===== config.mk =====
export PLATFORM = sky130hd
export DESIGN_NAME = unary_rate_acc
export DESIGN_NICKNAME = d
export VERILOG_FILES = /design/src/rtl/unary_rate_acc.sv
export SDC_FILE = /design/constraint.sdc
export NUM_CORES = 1
export LEC_CHECK = 0
export CAP_MARGIN = 20
export CORE_AREA = 2 2 67 85
export CTS_BUF_LIST = sky130_fd_sc_hd__clkbuf_8
export DETAILED_ROUTE_END_ITERATION = 6
export DIE_AREA = 0 0 69 87
export DONT_BUFFER_PORTS = 1
export GPL_TIMING_DRIVEN = 0
export PLACE_DENSITY = 0.67
export SYNTH_ARGS = -nofsm -noshare
export SYNTH_HDL_FRONTEND = slang
export SYNTH_SLANG_ARGS = --single-unit

===== constraint.sdc =====
create_clock -name clk -period 2.4 [get_ports clk]
set_input_delay 0.48 -clock clk [delete_from_list [all_inputs] [get_ports clk]]
set_output_delay 0.48 -clock clk [all_outputs]
set_load 0.005 [all_outputs]

===== src/rtl/unary_rate_acc.sv =====
// Unary-rate column decoder: counts a product bitstream over a rate window and adds it to a partial sum.
// Optional macro UNARY_ACC_EARLY_TERM_EN adds i_len for a per-window length of i_len+1 bits.
module unary_rate_acc #(
   parameter int WIDTH  = 16,
   parameter int CWIDTH = WIDTH - 1,
   parameter int OWIDTH = 2 * WIDTH
) (
   input  logic              clk,
   input  logic              rst_n,
   input  logic              i_start,
   input  logic [OWIDTH-1:0] i_psum,
   input  logic              i_en,
   input  logic              i_bit,
   input  logic              i_ready,
`ifdef UNARY_ACC_EARLY_TERM_EN
   input  logic [CWIDTH-1:0] i_len,
`endif
   output logic              o_busy,
   output logic              o_valid,
   output logic [OWIDTH-1:0] o_sum
);

   typedef enum logic [1:0] {
      IDLE = 2'd0,
      RUN  = 2'd1,
      DONE = 2'd2
   } state_t;

   state_t            state_reg, state_next;
   logic [OWIDTH-1:0] acc_reg, acc_next;
   logic [CWIDTH-1:0] cnt_reg, cnt_next;
   logic              last_bit;
   logic              load;

`ifdef UNARY_ACC_EARLY_TERM_EN
   logic [CWIDTH-1:0] len_reg;

   always_ff @(posedge clk or negedge rst_n) begin
      if (!rst_n) begin
         len_reg <= '0;
      end else if (load) begin
         len_reg <= i_len;
      end
   end

   assign last_bit = (cnt_reg == len_reg);
`else
   assign last_bit = (cnt_reg == {CWIDTH{1'b1}});
`endif

   always_ff @(posedge clk or negedge rst_n) begin
      if (!rst_n) begin
         state_reg <= IDLE;
         acc_reg   <= '0;
         cnt_reg   <= '0;
      end else begin
         state_reg <= state_next;
         acc_reg   <= acc_next;
         cnt_reg   <= cnt_next;
      end
   end

   always_comb begin
      state_next = state_reg;
      acc_next   = acc_reg;
      cnt_next   = cnt_reg;
      load       = 1'b0;
      case (state_reg)
         IDLE: begin
            load = i_start;
         end
         RUN: begin
            // Stalled cycles (i_en low) hold both the sum and the bit count.
            if (i_en) begin
               acc_next = acc_reg + {{(OWIDTH-1){1'b0}}, i_bit};
               cnt_next = cnt_reg + {{(CWIDTH-1){1'b0}}, 1'b1};
               if (last_bit) begin
                  state_next = DONE;
               end
            end
         end
         DONE: begin
            // A start is only honoured together with the handshake, giving back-to-back windows.
            if (i_ready) begin
               state_next = IDLE;
               load       = i_start;
            end
         end
         default: begin
            state_next = IDLE;
         end
      endcase
      if (load) begin
         acc_next   = i_psum;
         cnt_next   = '0;
         state_next = RUN;
      end
   end

   assign o_busy  = (state_reg == RUN);
   assign o_valid = (state_reg == DONE);
   assign o_sum   = acc_reg;

endmodule


# Yosys cells after proc, flatten, opt, wreduce, memory -nomap -nowiden
# Cells that the tools add are included.
[word_totals]
ff_bits = 49
[op_classes]
add_sub_neg = 2
n_eq_ne = 7
n_mux = 13
n_reduce_logical = 5
[ops]
columns = ["operator", "count"]
rows = [
  ["$mux W32", 3],
  ["$mux W15", 3],
  ["$add A32 B1 Y32", 1],
  ["$add A15 B1 Y15 const B", 1],
  ["$eq A15 B15 Y1 const B", 1],
  ["$mux W2", 4],
  ["$ne A3 B2 Y1 const B", 2],
  ["$pmux W2 S3", 1],
  ["$reduce_and A4 Y1", 1],
  ["$reduce_bool A2 Y1", 2],
  ["$ne A3 B1 Y1 const B", 1],
  ["$eq A2 B1 Y1 const B", 1],
  ["$eq A2 B2 Y1 const B", 1],
  ["$logic_not A2 Y1", 1],
  ["$ne A2 B2 Y1 const B", 1],
  ["$pmux W1 S2", 1],
  ["$reduce_and A2 Y1", 1],
  ["$mux W1", 1],
]

# Longest topological paths before layout
[logic_depth]
ltp_word = 5
depth_mapped = 8
ltp_nobuf = 7

# Least setup slack after synthesis
# Ideal clock, no wire load.
[synth_timing]
path_type = "input to register"
startpoint = "input i_bit"
endpoint = "register acc_reg[12] (netlist: o_sum[12])"
t_arrival_ns = 1.816
t_required_ns = 2.263
path_slack_ns = 0.447
cell_stages = 8
cell_sequence = "ha_1 ha_1 and4b_1 and3_1 clkbuf_1 and3_2 xnor2_1 o21ai_0"
[synth_via]
elab_chain_len = 4
[synth_lines]
columns = ["item", "line", "text"]
rows = [
  ["start, declared", "13", "input logic i_bit,"],
  ["$add A32 B1 Y32", "75", "acc_next = acc_reg + {{(OWIDTH-1){1'b0}}, i_bit};"],
  ["$mux W32", "74", "if (i_en) begin"],
  ["$mux W32", "68", "case (state_reg)"],
  ["$mux W32", "93", "if (load) begin"],
  ["end signal, assigned", "58", "acc_reg <= acc_next;"],
  ["end, declared", "30", "logic [OWIDTH-1:0] acc_reg, acc_next;"],
]
# Every way passes these cells. The select of a mux whose other input is x is not followed.
# A chain may end at the register's enable or synchronous reset.

# Worst setup path in the final report
[layout_timing]
startpoint = "register acc_reg[0] (netlist: o_sum[0])"
endpoint = "register acc_reg[12] (netlist: o_sum[12])"
[layout_via]
elab_chain_len = 4
[layout_lines]
columns = ["item", "line"]
rows = [
  ["$add A32 B1 Y32", "75"],
  ["$mux W32", "74"],
  ["$mux W32", "68"],
  ["$mux W32", "93"],
]
# Every way passes these cells. The select of a mux whose other input is x is not followed.

==> metrics <==
initial core utilization 0.5138; layout cells sized above 1 0.08306; crit path max-delay cell type sky130_fd_sc_hd__dfrtp_1; crit path time final ~2100 ps; number of distinct library cells after synthesis 37; worst hold margin just over 9 ps; number of top-level design ports 72; final-report hold violation count 0; R2R setup slack 300 ps; run status finished clean; number of global-route vias before repair about 2,200; ranking of synthesized cells by area sky130_fd_sc_hd__dfrtp_1 45%, sky130_fd_sc_hd__nand2_1 6.8%, sky130_fd_sc_hd__xor2_1 6.2%; clock edge transition at the registers on the reported setup and hold paths about 100 ps; routed length per instance around 18 µm; antenna-violating nets left 0; delay of the slowest critical-path stage between 300 and 400 ps; Worst EP required around 2600 ps; post-synthesis cell area between 0.002 and 0.003 mm²; max FFs per register 32; endpoint of the worst register-to-register path o_sum[12]; Synth top cells by count 49 x sky130_fd_sc_hd__dfrtp_1, 49 x sky130_fd_sc_hd__nand2_1, 29 x sky130_fd_sc_hd__nor2_1; CTS Buffer Depth 2; DPL Wire Length roughly 4800 µm; RePlAce Congestion approximately 0.8; share of synthesized registers carrying an async set or reset 1.000; cell taking the most area after synthesis sky130_fd_sc_hd__dfrtp_1; count of max-cap constraint violations 0; total global-route track usage 0.2304; CTS tree done; kind of critical path reg -> reg; nature of the critical path endpoint flop; share of the synthesized area in the top cell type 0.4541; cell chosen for the clock root sky130_fd_sc_hd__clkbuf_8; Initial DRC Count 112; headroom to the max-slew limit 0.5636; level count of the clock H-tree 2; clock buffer count from CTS 5; arrival time of data at the critical path endpoint ~2300 ps; clock insertion delay at the later pin of the skew report 310 ps; via-per-instance ratio just under 6; Syn Inst Count 292; cell seen most often among critical-path stages sky130_fd_sc_hd__ha_1; power consumption between 2 and 3 mW; RSZ-0062 raised after global routing false; Worst Setup Slack, final between 300 and 400 ps; antenna violations before repair 0; number of rows in the core area 30; achievable frequency 0.4765 GHz; Die H a little under 90 µm; Fill cells approximately 480; Core Box Area roughly 0.0053 mm²; hold buffer count at cts 1; Final #Nets between 300 and 400; pin count of the biggest net entering global routing 50; post-synthesis sequential element count approximately 50; wire length of the first global-routing pass 10,870 µm; depth of the most critical reg-to-reg path 8; Post-Place Setup Slack between 200 and 250 ps; setup total negative slack 0 ps; total of buffers placed on input and output ports 0; ANT cells 0; Post-synth top flop sky130_fd_sc_hd__dfrtp_1; number of failing setup endpoints in the final timing report 0; total number of vias around 2,100; measured slew at the worst slew-check pin 649.5 ps; Die W around 69 µm; worst vdd rail ir drop about 430 µV; footprint of the multi-input gates ~0.0014 mm²; Worst Hold Class in -> async; share of the clock period used by the worst path after layout 0.8745; Yosys warning total 0; Worst Clk Skew 12.73 ps; power density normalized to cell area just over 900 mW/mm²; Synthesized Nets about 330; element type at the critical path start flop; die footprint roughly 0.0060 mm²; max-slew violations 0; detailed-router iteration count before antenna repair 4; total global routing overflow 0; clock sinks about 50; largest driver fanout on the critical path 6; Post-synth EDFFs 0; static leakage between 1 and 1.5 nW; area occupied by registers ~0.0012 mm²; Total Routed Length about 6600 µm; # resized after CTS 0; sequential fraction of the synthesis area 0.4541; area growth from synthesis to layout 8.943%; critical register-to-register path startpoint o_sum[0]; mean instance size in the synthesized netlist ~9 µm²; setup fix buffers added after clock tree synthesis 0; DRC violation count after routing 0; list of cells traversed by the critical path ha_1 > ha_1 > and4b_1 > and3_1 > clkbuf_1 > and3_2 > xnor2_1 > o21ai_0
## cells by family (layout without fill, tap and decap cells)
| logic type | Yosys count | in the layout | synth area share |
|---|---|---|---|
| AO/OA/AOI/OAI | 39 | 39 | 0.09361 |
| AND/OR/NAND/NOR | 147 | 147 | 0.2905 |
| flip-flops | 49 | 49 | 0.4541 |
| XOR/XNOR | 37 | 37 | 0.1200 |
| adder cells (fa/ha/maj) | 3 | 3 | 0.01390 |
| buffers and inverters | 17 | 26 | 0.02780 |
## worst max path at each step
| stage | start | endpoint | cells after the start |
|---|---|---|---|
| floorplan | i_bit | o_sum[12] | 8 |
| global placement | i_bit | o_sum[12] | 8 |
| detailed placement | i_bit | o_sum[12] | 8 |
| CTS | o_sum[0] | o_sum[12] | 8 |
| global route | state_reg[1] | o_sum[13] | 6 |
| finish | o_sum[0] | o_sum[12] | 8 |
## stage by stage
| stage | util | cells | area (µm²) |
|---|---|---|---|
| 2_1_floorplan | - | 292 | 2700 |
| 3_3_place_gp | 0.5290 | 356 | 2780 |
| 3_5_place_dp | 0.5290 | 356 | 2780 |
| 4_1_cts | 0.5598 | 365 | 2942 |
| 5_1_grt | 0.5598 | 365 | 2942 |
| 6_report | 0.5598 | 365 | 2942 |
## routing by layer
metal  part of all wire  vias to the layer above  global-route usage
met5                  0                        -                   0
met4              0.011                        0             0.06239
met3              0.063                        6             0.08102
met2               0.54                       45              0.4379
met1               0.39                     1027              0.2399
li1                   -                     1053                   -
## final cells by class
type | instances | share of cell area
Timing Repair Buffer | 1 | 0.009358
Buffer | 12 | 0.01914
Clock buffer | 5 | 0.02339
Inverter | 5 | 0.006380
Multi-Input combinational cell | 226 | 0.4755
Sequential cell | 49 | 0.4168
Tap cell | 64 | 0.02722
Clock inverter | 3 | 0.02212
## power breakdown
group,leakage (nW),switching (mW),internal [mW]
clock network,0.0681,0.292,0.414
registers,0.613,0.377,1.06
logic,0.482,0.276,0.249
## cell usage in the layout, fill, tap and decap left out, types with 2 or more instances in the layout
master / n
sky130_fd_sc_hd__a211oi_1: 5
sky130_fd_sc_hd__a21oi_1: 2
sky130_fd_sc_hd__a311oi_1: 5
sky130_fd_sc_hd__a31oi_1: 2
sky130_fd_sc_hd__and2_1: 3
sky130_fd_sc_hd__and3_1: 2
sky130_fd_sc_hd__and4_1: 8
sky130_fd_sc_hd__buf_2: 2
sky130_fd_sc_hd__bufinv_16: 2
sky130_fd_sc_hd__clkbuf_1: 8
sky130_fd_sc_hd__clkbuf_8: 5
sky130_fd_sc_hd__dfrtp_1: 49
sky130_fd_sc_hd__ha_1: 3
sky130_fd_sc_hd__inv_1: 5
sky130_fd_sc_hd__nand2_1: 49
sky130_fd_sc_hd__nand3_1: 11
sky130_fd_sc_hd__nand3b_1: 2
sky130_fd_sc_hd__nand4_1: 17
sky130_fd_sc_hd__nor2_1: 29
sky130_fd_sc_hd__nor2b_1: 2
sky130_fd_sc_hd__nor3_1: 7
sky130_fd_sc_hd__nor4_1: 7
sky130_fd_sc_hd__nor4_4: 2
sky130_fd_sc_hd__o21ai_0: 18
sky130_fd_sc_hd__o21ai_2: 4
sky130_fd_sc_hd__or4_4: 2
sky130_fd_sc_hd__xnor2_1: 18
sky130_fd_sc_hd__xor2_1: 19
## worst max-delay path, delay by kind of cell, from the launching register on
family                     cells  cell delay, ps
adders and majority gates      2             470
AOI/OAI and AO/OA              1              90
buffers and inverters          1             250
DFF                            1             390
and+or+nand+nor                3             670
xor gates and xnor gates       1             110
No activity file was read; power rests on OpenSTA's default activity.
